## config.mk

```make
export PLATFORM = sky130hd
export DESIGN_NAME = mul_div_unit_flat
export DESIGN_NICKNAME = d
export VERILOG_FILES = /design/src/rtl/mul_div_if.sv /design/src/rtl/mul_div_unit.sv /design/src/flat_wrapper.sv
export SDC_FILE = /design/constraint.sdc
export NUM_CORES = 1
export LEC_CHECK = 0
export ABC_CLOCK_PERIOD_IN_PS = 3500
export CAP_MARGIN = 20
export CORE_ASPECT_RATIO = 1.25
export CORE_MARGIN = 5
export CORE_UTILIZATION = 40
export DETAILED_ROUTE_END_ITERATION = 10
export SLEW_MARGIN = 20
export SYNTH_ARGS = -nofsm -noshare
export SYNTH_HDL_FRONTEND = slang
export SYNTH_SLANG_ARGS = --single-unit
export TNS_END_PERCENT = 100
```

## constraint.sdc

```tcl
create_clock -name clk -period 3.5 [get_ports clk]
set_input_delay 0.7 -clock clk [delete_from_list [all_inputs] [get_ports clk]]
set_output_delay 0.7 -clock clk [all_outputs]
set_load 0.02 [all_outputs]
```

## src/rtl/mul_div_if.sv

```systemverilog
// mul_div_if: control-side bundle for the multiply/divide unit.
//
// Handshake: the controller raises start for one cycle, with op/a/b valid
// in that cycle, and only while busy=0; a start seen while busy=1 is
// dropped. busy stays high until the result is written. done is a
// one-cycle pulse in the first cycle where the new hi/lo values are visible.
// hi_we/lo_we write wdata into HI/LO only while busy=0.
//
// Signals:
//   start  ctrl -> unit   launch an operation
//   op     ctrl -> unit   00 MULT, 01 MULTU, 10 DIV, 11 DIVU
//   a, b   ctrl -> unit   rs / rt operands
//   hi_we  ctrl -> unit   MTHI write enable
//   lo_we  ctrl -> unit   MTLO write enable
//   wdata  ctrl -> unit   MTHI/MTLO data
//   busy   unit -> ctrl   operation in progress
//   done   unit -> ctrl   result just written
//   hi, lo unit -> ctrl   architectural HI/LO registers
interface mul_div_if #(
    parameter int WIDTH = 32
);
    logic             start;
    logic [1:0]       op;
    logic [WIDTH-1:0] a;
    logic [WIDTH-1:0] b;
    logic             hi_we;
    logic             lo_we;
    logic [WIDTH-1:0] wdata;
    logic             busy;
    logic             done;
    logic [WIDTH-1:0] hi;
    logic [WIDTH-1:0] lo;

    modport master (
        output start, op, a, b, hi_we, lo_we, wdata,
        input  busy, done, hi, lo
    );

    modport slave (
        input  start, op, a, b, hi_we, lo_we, wdata,
        output busy, done, hi, lo
    );
endinterface

```

## src/rtl/mul_div_unit.sv

```systemverilog
// mul_div_unit: iterative MULT/MULTU/DIV/DIVU engine holding HI/LO.
//
// Ports:
//   clk          rising-edge clock
//   rst          synchronous, active-high reset
//   bus          mul_div_if slave (start/op/a/b, MTHI/MTLO writes, busy/done/hi/lo)
//   dbg_state_o  current FSM state (0 IDLE, 1 RUN, 2 FIX)
//
// The unit works on operand magnitudes: one shift-add (multiply) or one
// restoring shift-subtract (divide) step per cycle for WIDTH cycles, then a
// FIX cycle applies the signs and writes HI/LO.
module mul_div_unit #(
    parameter int WIDTH = 32,
    parameter int CNT_W = 5
) (
    input  logic       clk,
    input  logic       rst,
    mul_div_if.slave   bus,
    output logic [1:0] dbg_state_o
);

    typedef enum logic [1:0] {
        IDLE = 2'd0,
        RUN  = 2'd1,
        FIX  = 2'd2
    } state_t;

    state_t             state_q;
    logic [CNT_W-1:0]   cnt_q;
    logic [1:0]         op_q;
    logic [WIDTH-1:0]   a_q;       // raw dividend, returned in HI on divide-by-zero
    logic               div0_q;
    logic               neg_lo_q;  // negate product / quotient
    logic               neg_hi_q;  // negate remainder (dividend sign)
    logic [WIDTH-1:0]   opnd_q;    // multiplicand or divisor magnitude
    logic [2*WIDTH-1:0] prod_q;    // {upper, lower}: product or {remainder, quotient}
    logic [WIDTH-1:0]   hi_q;
    logic [WIDTH-1:0]   lo_q;
    logic               busy_q;
    logic               done_q;

    logic [WIDTH-1:0]   abs_a_d;
    logic [WIDTH-1:0]   abs_b_d;
    logic [WIDTH:0]     mul_sum_d;
    logic [WIDTH:0]     div_shift_d;
    logic               div_ge_d;
    logic [WIDTH:0]     div_rem_d;
    logic [2*WIDTH-1:0] prod_d;
    logic [2*WIDTH-1:0] prod_neg_d;
    logic [WIDTH-1:0]   quo_d;
    logic [WIDTH-1:0]   rem_d;
    logic [WIDTH-1:0]   fix_hi_d;
    logic [WIDTH-1:0]   fix_lo_d;
    logic               signed_op_d;

    always_comb begin
        signed_op_d = ~bus.op[0];
        abs_a_d     = (signed_op_d && bus.a[WIDTH-1]) ? -bus.a : bus.a;
        abs_b_d     = (signed_op_d && bus.b[WIDTH-1]) ? -bus.b : bus.b;

        // Multiply step: add multiplicand into the upper half when the
        // current multiplier bit (LSB) is set, then shift right by one.
        mul_sum_d = {1'b0, prod_q[2*WIDTH-1:WIDTH]} + (prod_q[0] ? {1'b0, opnd_q} : '0);

        // Divide step: shift the next dividend bit into the remainder and
        // subtract the divisor if it fits; the quotient bit enters at the LSB.
        div_shift_d = {prod_q[2*WIDTH-1:WIDTH], prod_q[WIDTH-1]};
        div_ge_d    = (div_shift_d >= {1'b0, opnd_q});
        div_rem_d   = div_ge_d ? (div_shift_d - {1'b0, opnd_q}) : div_shift_d;

        if (op_q[1]) begin
            prod_d = {div_rem_d[WIDTH-1:0], prod_q[WIDTH-2:0], div_ge_d};
        end else begin
            prod_d = {mul_sum_d, prod_q[WIDTH-1:1]};
        end

        prod_neg_d = -prod_q;
        quo_d      = neg_lo_q ? -prod_q[WIDTH-1:0] : prod_q[WIDTH-1:0];
        rem_d      = neg_hi_q ? -prod_q[2*WIDTH-1:WIDTH] : prod_q[2*WIDTH-1:WIDTH];

        if (!op_q[1]) begin
            {fix_hi_d, fix_lo_d} = neg_lo_q ? prod_neg_d : prod_q;
        end else if (div0_q) begin
            fix_hi_d = a_q;
            fix_lo_d = '1;
        end else begin
            fix_hi_d = rem_d;
            fix_lo_d = quo_d;
        end
    end

    always_ff @(posedge clk) begin
        if (rst) begin
            state_q  <= IDLE;
            cnt_q    <= '0;
            op_q     <= '0;
            a_q      <= '0;
            div0_q   <= 1'b0;
            neg_lo_q <= 1'b0;
            neg_hi_q <= 1'b0;
            opnd_q   <= '0;
            prod_q   <= '0;
            hi_q     <= '0;
            lo_q     <= '0;
            busy_q   <= 1'b0;
            done_q   <= 1'b0;
        end else begin
            done_q <= 1'b0;
            case (state_q)
                IDLE: begin
                    // MTHI/MTLO land even when start is taken on the same edge;
                    // the result written at FIX overwrites them.
                    if (bus.hi_we) hi_q <= bus.wdata;
                    if (bus.lo_we) lo_q <= bus.wdata;
                    if (bus.start) begin
                        op_q     <= bus.op;
                        a_q      <= bus.a;
                        div0_q   <= (bus.b == '0);
                        neg_lo_q <= signed_op_d && (bus.a[WIDTH-1] ^ bus.b[WIDTH-1]);
                        neg_hi_q <= signed_op_d && bus.a[WIDTH-1];
                        cnt_q    <= '0;
                        busy_q   <= 1'b1;
                        state_q  <= RUN;
                        if (bus.op[1]) begin
                            opnd_q <= abs_b_d;
                            prod_q <= {{WIDTH{1'b0}}, abs_a_d};
                        end else begin
                            opnd_q <= abs_a_d;
                            prod_q <= {{WIDTH{1'b0}}, abs_b_d};
                        end
                    end
                end
                RUN: begin
                    prod_q <= prod_d;
                    cnt_q  <= cnt_q + 1'b1;
                    if (cnt_q == CNT_W'(WIDTH-1)) state_q <= FIX;
                end
                FIX: begin
                    hi_q    <= fix_hi_d;
                    lo_q    <= fix_lo_d;
                    done_q  <= 1'b1;
                    busy_q  <= 1'b0;
                    state_q <= IDLE;
                end
                default: begin
                    busy_q  <= 1'b0;
                    state_q <= IDLE;
                end
            endcase
        end
    end

    assign bus.busy    = busy_q;
    assign bus.done    = done_q;
    assign bus.hi      = hi_q;
    assign bus.lo      = lo_q;
    assign dbg_state_o = state_q;

endmodule

```

## src/flat_wrapper.sv

```systemverilog
// flat-port wrapper written by rule: the top's interface ports become plain ports
module mul_div_unit_flat 
#(
    parameter int WIDTH = 32,
    parameter int CNT_W = 5
)
  (clk, rst, dbg_state_o, bus_start, bus_op, bus_a, bus_b, bus_hi_we, bus_lo_we, bus_wdata, bus_busy, bus_done, bus_hi, bus_lo);
  mul_div_if #(.WIDTH(WIDTH)) bus_i ();
  input  logic clk;
  input  logic rst;
  output logic [1:0] dbg_state_o;
  input wire logic [$bits(bus_i.start)-1:0] bus_start;
  input wire logic [$bits(bus_i.op)-1:0] bus_op;
  input wire logic [$bits(bus_i.a)-1:0] bus_a;
  input wire logic [$bits(bus_i.b)-1:0] bus_b;
  input wire logic [$bits(bus_i.hi_we)-1:0] bus_hi_we;
  input wire logic [$bits(bus_i.lo_we)-1:0] bus_lo_we;
  input wire logic [$bits(bus_i.wdata)-1:0] bus_wdata;
  output wire logic [$bits(bus_i.busy)-1:0] bus_busy;
  output wire logic [$bits(bus_i.done)-1:0] bus_done;
  output wire logic [$bits(bus_i.hi)-1:0] bus_hi;
  output wire logic [$bits(bus_i.lo)-1:0] bus_lo;
  assign bus_i.start = bus_start;
  assign bus_i.op = bus_op;
  assign bus_i.a = bus_a;
  assign bus_i.b = bus_b;
  assign bus_i.hi_we = bus_hi_we;
  assign bus_i.lo_we = bus_lo_we;
  assign bus_i.wdata = bus_wdata;
  assign bus_busy = bus_i.busy;
  assign bus_done = bus_i.done;
  assign bus_hi = bus_i.hi;
  assign bus_lo = bus_i.lo;
  mul_div_unit #(.WIDTH(WIDTH), .CNT_W(CNT_W)) u_core (.clk(clk), .rst(rst), .bus(bus_i), .dbg_state_o(dbg_state_o));
endmodule
```

# After elaboration in Yosys (flattened, before gate mapping)
# Cells that the tools add are included.
# W data, S select, Z words.
dict set report totals {
  regBits 206
  word_cells 73
  inputBits 103
}
dict set report op_classes {
  bitwise_logic 3
  reduce_logical 13
  magnitude_cmp 1
  mux 28
  eq_ne 7
  addsub 8
}
# operator count
set ops {}
lappend ops {{$mux W32} 14}
lappend ops {{$mux W64} 3}
lappend ops {{$neg A32 Y32} 4}
lappend ops {{$pmux W32 S2} 2}
lappend ops {{$pmux W64 S2} 1}
lappend ops {{$neg A64 Y64} 1}
lappend ops {{$add A32 B32 Y33} 1}
lappend ops {{$ge A33 B32 Y1} 1}
lappend ops {{$logic_not A32 Y1} 1}
lappend ops {{$sub A32 B32 Y32} 1}
lappend ops {{$reduce_and A2 Y1} 6}
lappend ops {{$pmux W5 S2} 1}
lappend ops {{$ne A2 B2 Y1 const B} 3}
lappend ops {{$add A5 B1 Y5 const B} 1}
lappend ops {{$eq A5 B5 Y1 const B} 1}
lappend ops {{$mux W5} 1}
lappend ops {{$mux W2} 2}
lappend ops {{$pmux W2 S2} 1}
lappend ops {{$reduce_bool A2 Y1} 2}
lappend ops {{$logic_and A1 B1 Y1} 3}
lappend ops {{$eq A2 B1 Y1 const B} 1}
lappend ops {{$eq A2 B2 Y1 const B} 1}
lappend ops {{$logic_not A2 Y1} 1}
lappend ops {{$mux W1} 2}
lappend ops {{other kinds (4)} 5}

# Depth between registers and ports, before layout
dict set report depth {
  depth_word 6
  ltp_mapped 15
  mapped_depth_nobuf 14
}

# Least setup slack after synthesis
# OpenSTA, ideal clock, no wires.
dict set report synth_timing {
  path_kind {reg-to-reg}
  startpoint {register u_core.prod_q[0]}
  endpoint {register u_core.prod_q[63]}
  period_less_slack_ns 3.463
  path_buffers 1
  setup_ns 0.131
  required_ns 3.369
  t_arrival_ns 3.332
  stages_incl_launch_ff 14
  path_slack_ns 0.037
  path_cell_list {dfxtp_1 -> inv_1 -> clkbuf_1 -> nor2_1 -> ha_1 -> or4_1 -> a2bb2oi_1 -> a211o_1 -> o2bb2ai_1 -> or3_1 -> a31oi_1 -> o21ai_0 -> a2111oi_0 -> o41ai_1}
}
dict set report synth_via {
  elab_chain_len 4
}
# item line_no
set synth_rtl {}
lappend synth_rtl {{start, declared} mul_div_unit.sv:36} ;# logic [2*WIDTH-1:0] prod_q;
lappend synth_rtl {{start signal, assigned} mul_div_unit.sv:126} ;# prod_q <= {{WIDTH{1'b0}}, abs_a_d};
lappend synth_rtl {{start signal, assigned} mul_div_unit.sv:129} ;# prod_q <= {{WIDTH{1'b0}}, abs_b_d};
lappend synth_rtl {{start signal, assigned} mul_div_unit.sv:134} ;# prod_q <= prod_d;
lappend synth_rtl {{$mux W32} mul_div_unit.sv:63} ;# mul_sum_d = {1'b0, prod_q[2*WIDTH-1:WIDTH]} + (prod_q[0] ? {1'b0, opnd_q} : '0);
lappend synth_rtl {{$add A32 B32 Y33} mul_div_unit.sv:63}
lappend synth_rtl {{$mux W64} mul_div_unit.sv:71} ;# if (op_q[1]) begin
lappend synth_rtl {{$pmux W64 S2} mul_div_unit.sv:109} ;# case (state_q)
# No other way between the ends.
# A chain may end at the register's enable or synchronous reset.

# Worst setup path after layout
# Same ends and word-level chain as after synthesis.

==> summary.txt <==
Logic synthesis
  • Post-synthesis area per instance: ~7.2 um^2
  • Synth warn: 0
  • Synth top area share: 0.250
  • Post-synth design cell area: about 16,000 um^2
  • Synth top area cells: dfxtp_1, a21oi_1, nand2_1
  • Prevailing post-synth register cell: dfxtp_1
  • Largest area contributor in the netlist: dfxtp_1
  • #FFs+latches synth: 205
  • Post-synth EDFFs: 0
  • Syn_nets: 2,450
  • Sequential area share after synthesis: 0.250
  • Post-synthesis cell count: ~2,300
  • Share of flip-flops with an asynchronous set or reset: 0
  • Synth cell types: 71

Setup path
  • CP Max Fanout: 7
  • Setup crit start: u_core.prod_q[0]$_SDFFE_PP0P_
  • R2R depth: 16
  • R2R setup slack: 0.11 ns
  • Crit end category: register
  • CP arrival: 3.81 ns
  • WS Path Type: register to register
  • Worst R2R End: u_core.prod_q[63]$_SDFFE_PP0P_
  • Crit path required time: between 3 and 4 ns
  • Startpoint Class: register
  • Beginning of the worst register-to-register path: u_core.prod_q[0]$_SDFFE_PP0P_

Finish
  • Layout cells sized above 1: 0.135
  • Synth-to-Final Area Change: 28.7%
  • Fin area: roughly 21,000 um^2
  • Antenna diode count: 0
  • Nets: between 2,000 and 3,000

Power and ir drop
  • Pwr/cell area: approximately 380 nW/um^2
  • VDD IR-drop max: a little over 0.4 mV
  • Leakage: about 8.3 nW
  • Design Power: 8.08 mW

Clock tree
  • CTS tree: done
  • CTS Root Cell: clkbuf_16
  • Clk Latency, worst-skew pair: roughly 0.56 ns
  • Clk slew on worst S/H paths: about 0.060 ns
  • Num CTS Buffers: 24
  • TritonCTS Sinks: roughly 200
  • Clock buffer depth: 3
  • H-tree depth: 1

Drt
  • Initial drt markers: 1,545
  • Detailed-route DRC error count: 0
  • Vias/cell: roughly 6
  • Vias post-DR: 18,600
  • Antenna-violating nets left: 0
  • Drt wl/cell: roughly 23 um
  • Final Routed Wirelength: ~72 mm
  • First-pass DRT Iterations: 5

Timing
  • Slew Limit Headroom: 0.475
  • Hold Vio Cnt, Final: 0
  • Final setup fails: 0
  • Max Slew Vio Count: 0
  • Layout Skew: about 0.022 ns
  • Period utilisation layout: 0.968
  • Worst-Margin Slew: a little under 0.8 ns
  • Maximum clock rate: 0.295 GHz
  • Fin crit period: 3.39 ns

Run status
  • Run status: complete, no violations

Global route
  • First-pass GRT wire length: roughly 110 mm
  • Antenna violations before repair: 0
  • GR Overflow Total: 0
  • Largest net degree at the start of global routing: 90
  • Vias in the first global route: ~18,000
  • Gr usage total: 0.306

Flow run
  • Max cap viols: 0

Min path
  • Worst Hold Class: register to register
  • Hold Crit Depth: 2
  • Hold Path End: u_core.bus.lo[7]$_SDFFE_PP0P_
  • Hold Crit Start: u_core.bus.lo[7]$_SDFFE_PP0P_

Floorplan
  • I/O pins: about 170
  • FP Rows: 83
  • Core area: approximately 41,000 um^2
  • Die ar.: about 45,000 um^2
  • Initial Utilization: 0.401
  • Die Y: roughly 240 um
  • Die W: 191 um

Placement
  • DP Area: 20,100 um^2
  • Placer Congestion: roughly 1.0
  • Detailed placer's ending HPWL: between 50 and 60 mm
  • PortBufs: between 150 and 200
-- where the power goes --
part | internal, mW | leakage (nW) | switching, mW
registers | 2.49 | 1.68 | 0.148
clock network | 1.78 | 0.438 | 1.14
logic | 1.03 | 6.22 | 1.49
-- registers in the layout, indices dropped and copies added, names as in the netlist --
register / cells
u_core.prod_q: 64
u_core.a_q: 32
u_core.bus.hi: 32
u_core.bus.lo: 32
u_core.opnd_q: 32
u_core.cnt_q: 5
u_core.dbg_state_o: 2
u_core.bus.busy: 1
u_core.bus.done: 1
u_core.div0_q: 1
u_core.neg_hi_q: 1
u_core.neg_lo_q: 1
u_core.op_q: 1
-- cell usage in the layout (no fill, tap or decap), types with 13 or more instances in the layout --
cell type / Yosys / layout
a211oi_1: 88 / 85
a21o_1: 30 / 30
a21oi_1: 258 / 257
a221oi_1: 15 / 15
a22o_1: 14 / 14
a31oi_1: 18 / 17
and3_1: 14 / 14
buf_4: 0 / 238
clkbuf_16: 0 / 24
clkdlybuf4s50_1: 0 / 168
dfxtp_1: 205 / 201
ha_1: 70 / 69
inv_1: 69 / 68
mux2i_1: 51 / 51
nand2_1: 291 / 291
nand2b_1: 18 / 18
nand3_1: 35 / 35
nand4_1: 17 / 17
nor2_1: 205 / 204
nor3_1: 38 / 37
nor4_1: 21 / 19
o211ai_1: 44 / 44
o21ai_0: 169 / 164
o221ai_1: 38 / 38
o31ai_1: 24 / 23
o41ai_1: 14 / 13
or3_1: 25 / 22
or4_1: 17 / 17
xnor2_1: 108 / 108
xor2_1: 61 / 61
-- final cells by class --
| cell class | instances | area, um^2 |
|---|---|---|
| Fill cell | 3980 | 19700 |
| Multi-Input combinational cell | 1823 | 11500 |
| Timing Repair Buffer | 416 | 3650 |
| Clock buffer | 29 | 649 |
| Inverter | 71 | 267 |
| Tap cell | 552 | 691 |
| Clock inverter | 14 | 251 |
| Sequential cell | 205 | 4110 |
-- routing by layer --
| layer | vias to the layer above | part of all wire | track usage |
|---|---|---|---|
| met2 | 661 | 0.49 | 0.532 |
| met1 | 8930 | 0.39 | 0.359 |
| li1 | 8796 | - | - |
| met3 | 199 | 0.059 | 0.0475 |
| met5 | - | 0 | 0 |
| met4 | 0 | 0.062 | 0.166 |
-- per-stage QoR --
stage               utilization  worst slack [ns]  TNS, ns  instances  hold slack (ns)
detailed placement        0.491            -0.290    -2.03       3065            0.446
finish                    0.517             0.111        0       3110            0.456
global placement          0.491            -0.259    -1.20       3065            0.441
CTS                       0.514            0.0226        0       3108            0.452
global route              0.517           -0.0636  -0.0636       3110            0.475
floorplan                     -            0.0369        0       2275            0.432
-- worst max path at each step --
stage,slack [ns],end,cells after the start
after global routing,-0.06,u_core.prod_q[63]$_SDFFE_PP0P_,16
after global placement,-0.26,u_core.prod_q[14]$_SDFFE_PP0P_,12
after floorplan,0.04,u_core.prod_q[63]$_SDFFE_PP0P_,13
after detailed placement,-0.29,u_core.prod_q[14]$_SDFFE_PP0P_,12
final,0.11,u_core.prod_q[63]$_SDFFE_PP0P_,16
after CTS,0.02,u_core.prod_q[63]$_SDFFE_PP0P_,15
-- synth_stat cells (4+ instances only) --
library cell,n
a2111oi_0,4
o211ai_1,44
o21a_1,11
mux2_2,7
mux2i_1,51
o22ai_1,11
and3_1,14
buf_1,19
a31oi_1,18
nand4_1,17
a21o_1,30
o31ai_1,24
or2_2,7
nand2_1,291
clkbuf_1,149
a211oi_1,88
a311oi_1,6
nor4_1,21
xnor2_1,108
a211o_1,4
a22oi_1,7
a22o_1,14
or4_1,17
o21ai_0,169
nand3_1,35
buf_2,6
dfxtp_1,205
o41ai_1,14
o21bai_1,10
xor2_1,61
or3_1,25
nor2b_1,9
nor3b_1,6
inv_1,69
nand2b_1,18
nor3_1,38
nor2_1,205
o221ai_1,38
and2_1,11
a221oi_1,15
ha_1,70
a21oi_1,258
-- worst max-delay path, cell delays in order (launching register included) --
cell	delay [ns]
dfxtp_2	0.35
inv_2	0.07
buf_4	0.14
buf_4	0.16
buf_12	0.13
nor2_1	0.12
ha_1	0.26
a21o_1	0.18
a21oi_1	0.15
o21bai_1	0.12
a211oi_2	0.31
o2bb2ai_2	0.11
or3_4	0.35
a31oi_4	0.19
o21ai_1	0.11
a2111oi_2	0.37
o41ai_1	0.12
-- kinds of logic after synthesis --
family / share of synthesized area
AOI/OAI and AO/OA: 0.309
and+or+nand+nor: 0.200
buffers and inverters: 0.0580
DFF: 0.250
xor gates and xnor gates: 0.0903
adders and majority gates: 0.0559
muxes: 0.0360
-- timing repair --
item	in CTS	in global routing
buffers inserted	0	1
resized for setup	5	26
hold buffers	0	0
setup endpoints to repair	2	24
pin swaps	2	7
(Power assumes the default switching activity.)
